===== src/rtl/seat_status_reader.sv =====
`default_nettype none
// ============================================================================
// Module   : seat_status_reader
// Purpose  : Answers per-seat status queries by reading the seat table through
//            a 1-cycle synchronous read port. Defining SEAT_SCAN_EN adds a
//            background scanner that reports seats past their time limit.
// Revision : 1.0  initial release
// ============================================================================
module seat_status_reader #(
    parameter int NUM_SEATS = 32,
    parameter int SEAT_W    = 5,
    parameter int STU_W     = 25,
    parameter int TIME_W    = 11
) (
    input  logic              clk,
    input  logic              rst_n,
    input  logic [TIME_W-1:0] now_time,
    input  logic [TIME_W-1:0] limit_time,
    input  logic              req_valid,
    output logic              req_ready,
    input  logic [SEAT_W-1:0] req_seat,
    output logic              mem_rd_en,
    output logic [SEAT_W-1:0] mem_rd_addr,
    input  logic              mem_rd_occ,
    input  logic [STU_W-1:0]  mem_rd_student,
    input  logic [TIME_W-1:0] mem_rd_start,
    output logic              resp_valid,
    input  logic              resp_ready,
    output logic [SEAT_W-1:0] resp_seat,
    output logic [STU_W-1:0]  resp_student,
    output logic [1:0]        resp_state,
    output logic [TIME_W-1:0] resp_remaining,
    output logic              expire_valid,
    input  logic              expire_ready,
    output logic [SEAT_W-1:0] expire_seat,
    output logic              busy
);

`ifdef SEAT_SCAN_EN
    typedef enum logic [2:0] {
        ST_IDLE      = 3'd0,
        ST_RD        = 3'd1,
        ST_WAIT      = 3'd2,
        ST_RESP      = 3'd3,
        ST_SCAN_RD   = 3'd4,
        ST_SCAN_WAIT = 3'd5,
        ST_EXP       = 3'd6
    } state_t;
`else
    typedef enum logic [1:0] {
        ST_IDLE = 2'd0,
        ST_RD   = 2'd1,
        ST_WAIT = 2'd2,
        ST_RESP = 2'd3
    } state_t;
`endif

    localparam logic [SEAT_W:0] c_num_seats = (SEAT_W+1)'(NUM_SEATS);
    localparam logic [1:0]      c_st_empty  = 2'b00;
    localparam logic [1:0]      c_st_seated = 2'b01;
    localparam logic [1:0]      c_st_over   = 2'b10;
    localparam logic [1:0]      c_st_inval  = 2'b11;

    state_t              r_state;
    state_t              w_state_nxt;
    logic [SEAT_W-1:0]   r_seat;
    logic [SEAT_W-1:0]   r_resp_seat;
    logic [STU_W-1:0]    r_resp_student;
    logic [1:0]          r_resp_state;
    logic [TIME_W-1:0]   r_resp_remaining;
    logic [TIME_W-1:0]   w_elapsed;
    logic                w_over;
    logic [1:0]          w_class;
    logic                w_seat_ok;

    // Modular subtraction keeps elapsed correct across a timer wrap.
    assign w_elapsed = now_time - mem_rd_start;
    assign w_over    = mem_rd_occ && (w_elapsed >= limit_time);
    assign w_class   = !mem_rd_occ ? c_st_empty : (w_over ? c_st_over : c_st_seated);
    assign w_seat_ok = ({1'b0, req_seat} < c_num_seats);

`ifdef SEAT_SCAN_EN
    logic [SEAT_W-1:0] r_scan_ptr;
    logic              w_scan_adv;

    localparam logic [SEAT_W-1:0] c_last_seat = SEAT_W'(NUM_SEATS - 1);

    assign w_scan_adv = ((r_state == ST_SCAN_WAIT) && !w_over) ||
                        ((r_state == ST_EXP) && expire_ready);

    always_ff @(posedge clk or negedge rst_n) begin
        if (!rst_n) begin
            r_scan_ptr <= '0;
        end else if (w_scan_adv) begin
            r_scan_ptr <= (r_scan_ptr == c_last_seat) ? '0 : r_scan_ptr + 1'b1;
        end
    end

    assign expire_valid = (r_state == ST_EXP);
    assign expire_seat  = (r_state == ST_EXP) ? r_scan_ptr : '0;
`else
    logic w_unused;
    assign w_unused     = expire_ready;
    assign expire_valid = 1'b0;
    assign expire_seat  = '0;
`endif

    always_ff @(posedge clk or negedge rst_n) begin
        if (!rst_n) begin
            r_state <= ST_IDLE;
        end else begin
            r_state <= w_state_nxt;
        end
    end

    always_ff @(posedge clk or negedge rst_n) begin
        if (!rst_n) begin
            r_seat           <= '0;
            r_resp_seat      <= '0;
            r_resp_student   <= '0;
            r_resp_state     <= '0;
            r_resp_remaining <= '0;
        end else begin
            if ((r_state == ST_IDLE) && req_valid) begin
                r_seat <= req_seat;
                if (!w_seat_ok) begin
                    r_resp_seat      <= req_seat;
                    r_resp_student   <= '0;
                    r_resp_state     <= c_st_inval;
                    r_resp_remaining <= '0;
                end
            end
            if (r_state == ST_WAIT) begin
                r_resp_seat      <= r_seat;
                r_resp_student   <= mem_rd_occ ? mem_rd_student : '0;
                r_resp_state     <= w_class;
                r_resp_remaining <= (w_class == c_st_seated) ? (limit_time - w_elapsed) : '0;
            end
        end
    end

    always_comb begin
        w_state_nxt = r_state;
        req_ready   = 1'b0;
        mem_rd_en   = 1'b0;
        mem_rd_addr = '0;
        case (r_state)
            ST_IDLE: begin
                req_ready = 1'b1;
                // A pending query always wins over the scanner.
                if (req_valid) begin
                    w_state_nxt = w_seat_ok ? ST_RD : ST_RESP;
                end
`ifdef SEAT_SCAN_EN
                else begin
                    w_state_nxt = ST_SCAN_RD;
                end
`endif
            end
            ST_RD: begin
                mem_rd_en   = 1'b1;
                mem_rd_addr = r_seat;
                w_state_nxt = ST_WAIT;
            end
            ST_WAIT: begin
                w_state_nxt = ST_RESP;
            end
            ST_RESP: begin
                if (resp_ready) begin
                    w_state_nxt = ST_IDLE;
                end
            end
`ifdef SEAT_SCAN_EN
            ST_SCAN_RD: begin
                mem_rd_en   = 1'b1;
                mem_rd_addr = r_scan_ptr;
                w_state_nxt = ST_SCAN_WAIT;
            end
            ST_SCAN_WAIT: begin
                w_state_nxt = w_over ? ST_EXP : ST_IDLE;
            end
            ST_EXP: begin
                if (expire_ready) begin
                    w_state_nxt = ST_IDLE;
                end
            end
`endif
            default: begin
                w_state_nxt = ST_IDLE;
            end
        endcase
    end

    assign resp_valid     = (r_state == ST_RESP);
    assign resp_seat      = r_resp_seat;
    assign resp_student   = r_resp_student;
    assign resp_state     = r_resp_state;
    assign resp_remaining = r_resp_remaining;
    assign busy           = (r_state != ST_IDLE);

endmodule
`default_nettype wire

===== config.mk =====
export PLATFORM = sky130hd
export DESIGN_NAME = seat_status_reader
export DESIGN_NICKNAME = d
export VERILOG_FILES = /design/src/rtl/seat_status_reader.sv
export SDC_FILE = /design/constraint.sdc
export NUM_CORES = 1
export LEC_CHECK = 0
export BUFFER_PORTS_ARGS = -buffer_cell sky130_fd_sc_hd__buf_2
export CAP_MARGIN = 20
export CORE_MARGIN = 3
export CORE_UTILIZATION = 45
export DETAILED_ROUTE_END_ITERATION = 8
export GPL_ROUTABILITY_DRIVEN = 1
export PLACE_DENSITY_LB_ADDON = 0.15
export SYNTH_ARGS = -nofsm -noshare
export SYNTH_HDL_FRONTEND = slang
export SYNTH_SLANG_ARGS = --single-unit
export TNS_END_PERCENT = 20

===== constraint.sdc =====
create_clock -name clk -period 5 [get_ports clk]
set_clock_uncertainty 0.1 [all_clocks]
set_input_delay 1 -clock clk [delete_from_list [all_inputs] [get_ports clk]]
set_output_delay 1 -clock clk [all_outputs]
set_load 0.01 [all_outputs]

Yosys cells after proc, flatten, opt, wreduce, memory -nomap -nowiden --
Cells that the tools add are included.
Storage, ports and cells: flip-flop bits (word level) 50, bits in latches 0, RAM bits 0, memory bits (read-only) 0, input port bits 69, output and inout port bits 58, memories 0
Operators by class: $add $sub $neg 2, $mul 0, div/mod/pow operators 0, magnitude comparators 1, equality and inequality tests 6, shifts and indexed selects 0, muxes and demuxes 10, bitwise gates (word level) 0, reduce and logical (&&, ||, !) cells 5
Operator list (number):
- 25-bit 2-to-1 mux | 1
- 11-bit subtractor | 2
- 11-bit greater-or-equal comparator | 1
- 11-bit 2-to-1 mux | 1
- 2-bit 2-to-1 mux | 4
- 2-bit one-hot mux with 4 select lines | 1
- 5-bit 2-to-1 mux | 1
- 2-bit by 1-bit == test with 1-bit output (second input constant) | 2
- 2-bit == test (second input constant) | 2
- 1-bit logical AND | 2
- 2-bit logical NOT | 1
- 1-bit 2-to-1 mux | 2
- 2-bit by 1-bit inequality test with 1-bit output (second input constant) | 1
- 2-bit inequality test (second input constant) | 1
- 2-bit AND reduction | 1
- 2-bit nonzero test | 1

Longest topological paths before layout --
depth after elaboration 7, depth in mapped cells 17, mapped depth without buffers 15

Least setup slack after synthesis --
No wires, ideal clock.
kind input to register, from input port now_time[0], to register r_resp_remaining[0] (netlist: resp_remaining[0]), data arrival time 3.755 ns, required time 4.765 ns, slack 1.011 ns, cell stages on the path 16, buffers on the path 1, cells stage by stage inv_1 ha_1 fa_1 nor2b_1 o21ai_0 a21oi_1 nor2_1 xor2_1 ha_1 a21o_1 or3_1 o21ai_2 o21ai_1 nand4_1 buf_2 o22ai_1
On the way: word-level cells in the longest chain between the ends 7, elaborated cells on any way between the ends 8, those cells by class 2 x add/sub; 1 x order compare; 1 x eq/ne; 3 x mux; 1 x reduce/logical
Ends and longest elaborated chain:
- from (decl) | line 17 | input logic [TIME_W-1:0] now_time,
- 11-bit subtractor (*) | line 77 | assign w_elapsed = now_time - mem_rd_start;
- 11-bit greater-or-equal comparator | line 78 | assign w_over = mem_rd_occ && (w_elapsed >= limit_time);
- 1-bit logical AND | line 78
- 2-bit 2-to-1 mux (2 in series) | line 79 | assign w_class = !mem_rd_occ ? c_st_empty : (w_over ? c_st_over : c_st_seated);
- 2-bit by 1-bit == test with 1-bit output | line 137 | r_resp_remaining <= (w_class == c_st_seated) ? (limit_time - w_elapsed) : '0;
- 11-bit 2-to-1 mux (*) | line 137
- to (signal assigned) | line 137
- to (decl) | line 70 | logic [TIME_W-1:0] r_resp_remaining;
Every way passes the cells marked *; elsewhere a longest branch is shown, timed or not. A chain may end at the register's enable or synchronous reset.

Final worst setup path --
from input port now_time[0], to register r_resp_remaining[5] (netlist: resp_remaining[5])
The elaborated chain is that of the path after synthesis.

==> impl_metrics.tcl <==
set metrics [dict create \
    drt_iter0_drc 98 \
    synth_cell_type_count 50 \
    wire_per_inst_um 12.22 \
    startpoint_type "input port" \
    grt_pass1_wl_um 10270 \
    chipWidth_um 88.81 \
    maxSlewViolCount 0 \
    synth_area_um2 3085 \
    die_y_um 88.81 \
    core_um2 6495 \
    grt_overflow_total 0 \
    swShare_pct 40.12 \
    drc 0 \
    die_area_um2 7886 \
    r2r_start "r_state[0]" \
    ant_nets 0 \
    fin_crit_sh_pct 83.36 \
    top_layer "met4" \
    rsz0062_at_grt "no" \
    regArea_um2 1251 \
    critPathKind "input port to flip-flop" \
    num_vias 2626 \
    h-tree-depth 2 \
    vdd.ir_drop.worst_mv 0.1715 \
    layout-drive-gt1-share_pct 32.16 \
    r2r_slack_ns 3.13 \
    combPwrFrac_pct 49.9 \
    fmax_mhz 239.9 \
    ctsHoldBuffers 0 \
    p_seq_share_pct 37.1 \
    grtUsageTotal_pct 16.14 \
    outcome "finished clean" \
    dr_wl_met2_um 2999 \
    synthArstFlopShare_pct 100.0 \
    drtPass1Iterations 4 \
    grt_max_degree 71 \
    multi_input_area_um2 1543 \
    tightest_slew_ns 0.6470 \
    setup_ws_ns 0.8321 \
    syn_inst 340 \
    power.density_nw_per_um2 467.5 \
    syn_to_final_growth_pct 23.72 \
    dp.cells 522 \
    vias_per_cell 4.945 \
    dr_wl_met3_um 577 \
    finalPower_uw 1785 \
    place.gp.congestion 0.7719 \
    period_needed_ns 4.168 \
    leakage_uw 0.002014 \
    p_int_uw 1069 \
    cts_max_path_buffers 2 \
    antenna_cells 0 \
    rows 29 \
    first_global_vias 2372 \
    setup_viol 0 \
    synth-seq-cells 50 \
    crit_required_ns 5.05 \
    maxCapViolations 0 \
    path_max_fanout 12 \
    cts_root_buffer "clkbuf_8" \
    clkTransAtPathRegs_ns 0.09 \
    reg2regPathDepth 4 \
    fin_cells 531 \
    fillers 600 \
    cts_tree "built" \
    post_cts_buffers 0 \
    port_buffers 119 \
    cts_buffers 5 \
    switchingPower_uw 716.1 \
    nNetsFinal 549 \
    met1_length_um 2866 \
    ioPinCount 127 \
    startpoint "now_time[0]" \
    worstPathArrival_ns 4.22 \
    clk_latency_ns 0.30 \
    p_clk_share_pct 13.0 \
    cp-end-kind "flip-flop" \
    pre_cts_ws_ns 0.5091 \
    avgSynthCellArea_um2 9.075 \
    r2r-end "resp_seat[2]" \
    initial_core_util_pct 47.51 \
    antenna_found_initial 0 \
    synth_warnings 0 \
    crit_end "resp_remaining[5]" \
    synth_edf_count 0 \
    hold_class "flip-flop to flip-flop" \
    tns_ns 0 \
    utilization_pct 58.77 \
    cts-resized-gates 0 \
    finalHoldViolations 0 \
    clock_sinks 50 \
    slew_headroom_pct 56.30 \
    yosysSeqAreaShare_pct 40.55 \
    dp_hpwl_um 4987 \
    wirelength_um 6488 \
    synth-main-ff-cell "dfrtp_1" \
]
## power groups by stage
stage               clock network, uW  registers (uW)  logic [uW]
floorplan                           0             734         524
global route                      259             685        1000
detailed placement                  0             672         898
finish                            231             662         891
global placement                    0             665         884
CTS                               244             664         902
## cells in the mapped netlist (4+ instances only)
cell      instances  area (um^2)
inv_1            57        214.0
dfrtp_1          50         1251
o21ai_0          34        170.2
nand3_1          29        145.1
ha_1             25        312.8
nor2_1           15        56.30
clkbuf_1         12        45.04
mux2_2           10        112.6
o22ai_1          10        62.56
xor2_1            9        78.83
a21oi_1           6        30.03
buf_4             6        45.04
nand2_1           6        22.52
nor3_1            6        30.03
and2_1            5        31.28
nor2b_1           5        31.28
nand2b_1          4        25.02
o21a_1            4        30.03
xnor2_1           4        35.03
## through the flow
step	cell area [um^2]	hold WS [ns]
final	3817	0.4051
after global routing	3817	0.4406
after CTS	3797	0.4115
after detailed placement	3707	0.3894
after global placement	3707	0.3862
after floorplan	3104	0.3885
## flip-flops by register name, indices dropped and copies added (netlist names)
name,cells
resp_student,25
resp_remaining,11
r_seat,5
resp_seat,5
r_state,2
resp_state,2
## per-layer routing
metal  up-vias  global-route usage, %
met1      1171                  20.53
li1       1364                      -
met3         4                  3.818
met2        87                  27.67
met4         0                  3.846
met5         -                      0
## worst min-delay path by stage
stage               slack [ns]          from      endpoint  cells past startpoint
CTS                       0.41  resp_seat[1]  resp_seat[1]                      1
detailed placement        0.39  resp_seat[1]  resp_seat[1]                      1
finish                    0.41  resp_seat[1]  resp_seat[1]                      1
global placement          0.39  resp_seat[2]  resp_seat[2]                      1
global route              0.44  resp_seat[1]  resp_seat[1]                      1
floorplan                 0.39     r_seat[0]     r_seat[0]                      1
## cell type report
class / count / area share [%]
flip-flops and latches: 50 / 32.78
multi-input cells: 218 / 40.41
clock inverters: 3 / 0.5572
clock buffers: 5 / 1.803
repair buffers: 121 / 16.32
inverters: 57 / 5.605
well taps: 77 / 2.524
## worst max-delay path, cell delays in order
cell and delay, ns:
buf_2 0.07, inv_1 0.03, ha_1 0.21, fa_1 0.40, nor2b_1 0.12, o21ai_0 0.10
a21oi_1 0.24, nor2_1 0.09, xor2_1 0.15, ha_1 0.35, a21o_1 0.25, or3_1 0.33
o21ai_2 0.21, o21ai_1 0.11, nand4_1 0.39, o22ai_1 0.16
## kinds of logic (layout without fill, tap and decap cells)
family | Yosys count | after routing | share of synthesized area [%]
mux | 11 | 11 | 3.974
fa+ha+maj | 27 | 27 | 11.44
xor+xnor | 13 | 13 | 3.690
compound gates | 80 | 80 | 16.46
other cells | 1 | 6 | 0.1215
simple gates | 81 | 81 | 13.63
flops | 50 | 50 | 40.55
buf+inv | 77 | 186 | 10.14
## cells in the final DEF (no fill, tap or decap), types with 9 or more instances in the layout
| cell | n |
|---|---|
| ha_1 | 24 |
| mux2_2 | 10 |
| xor2_1 | 9 |
| nor2_1 | 15 |
| buf_2 | 119 |
| o22ai_1 | 10 |
| nand3_1 | 29 |
| dfrtp_1 | 50 |
| o21ai_0 | 34 |
| inv_1 | 57 |
Note: power is estimated with default switching activity, not from simulation.
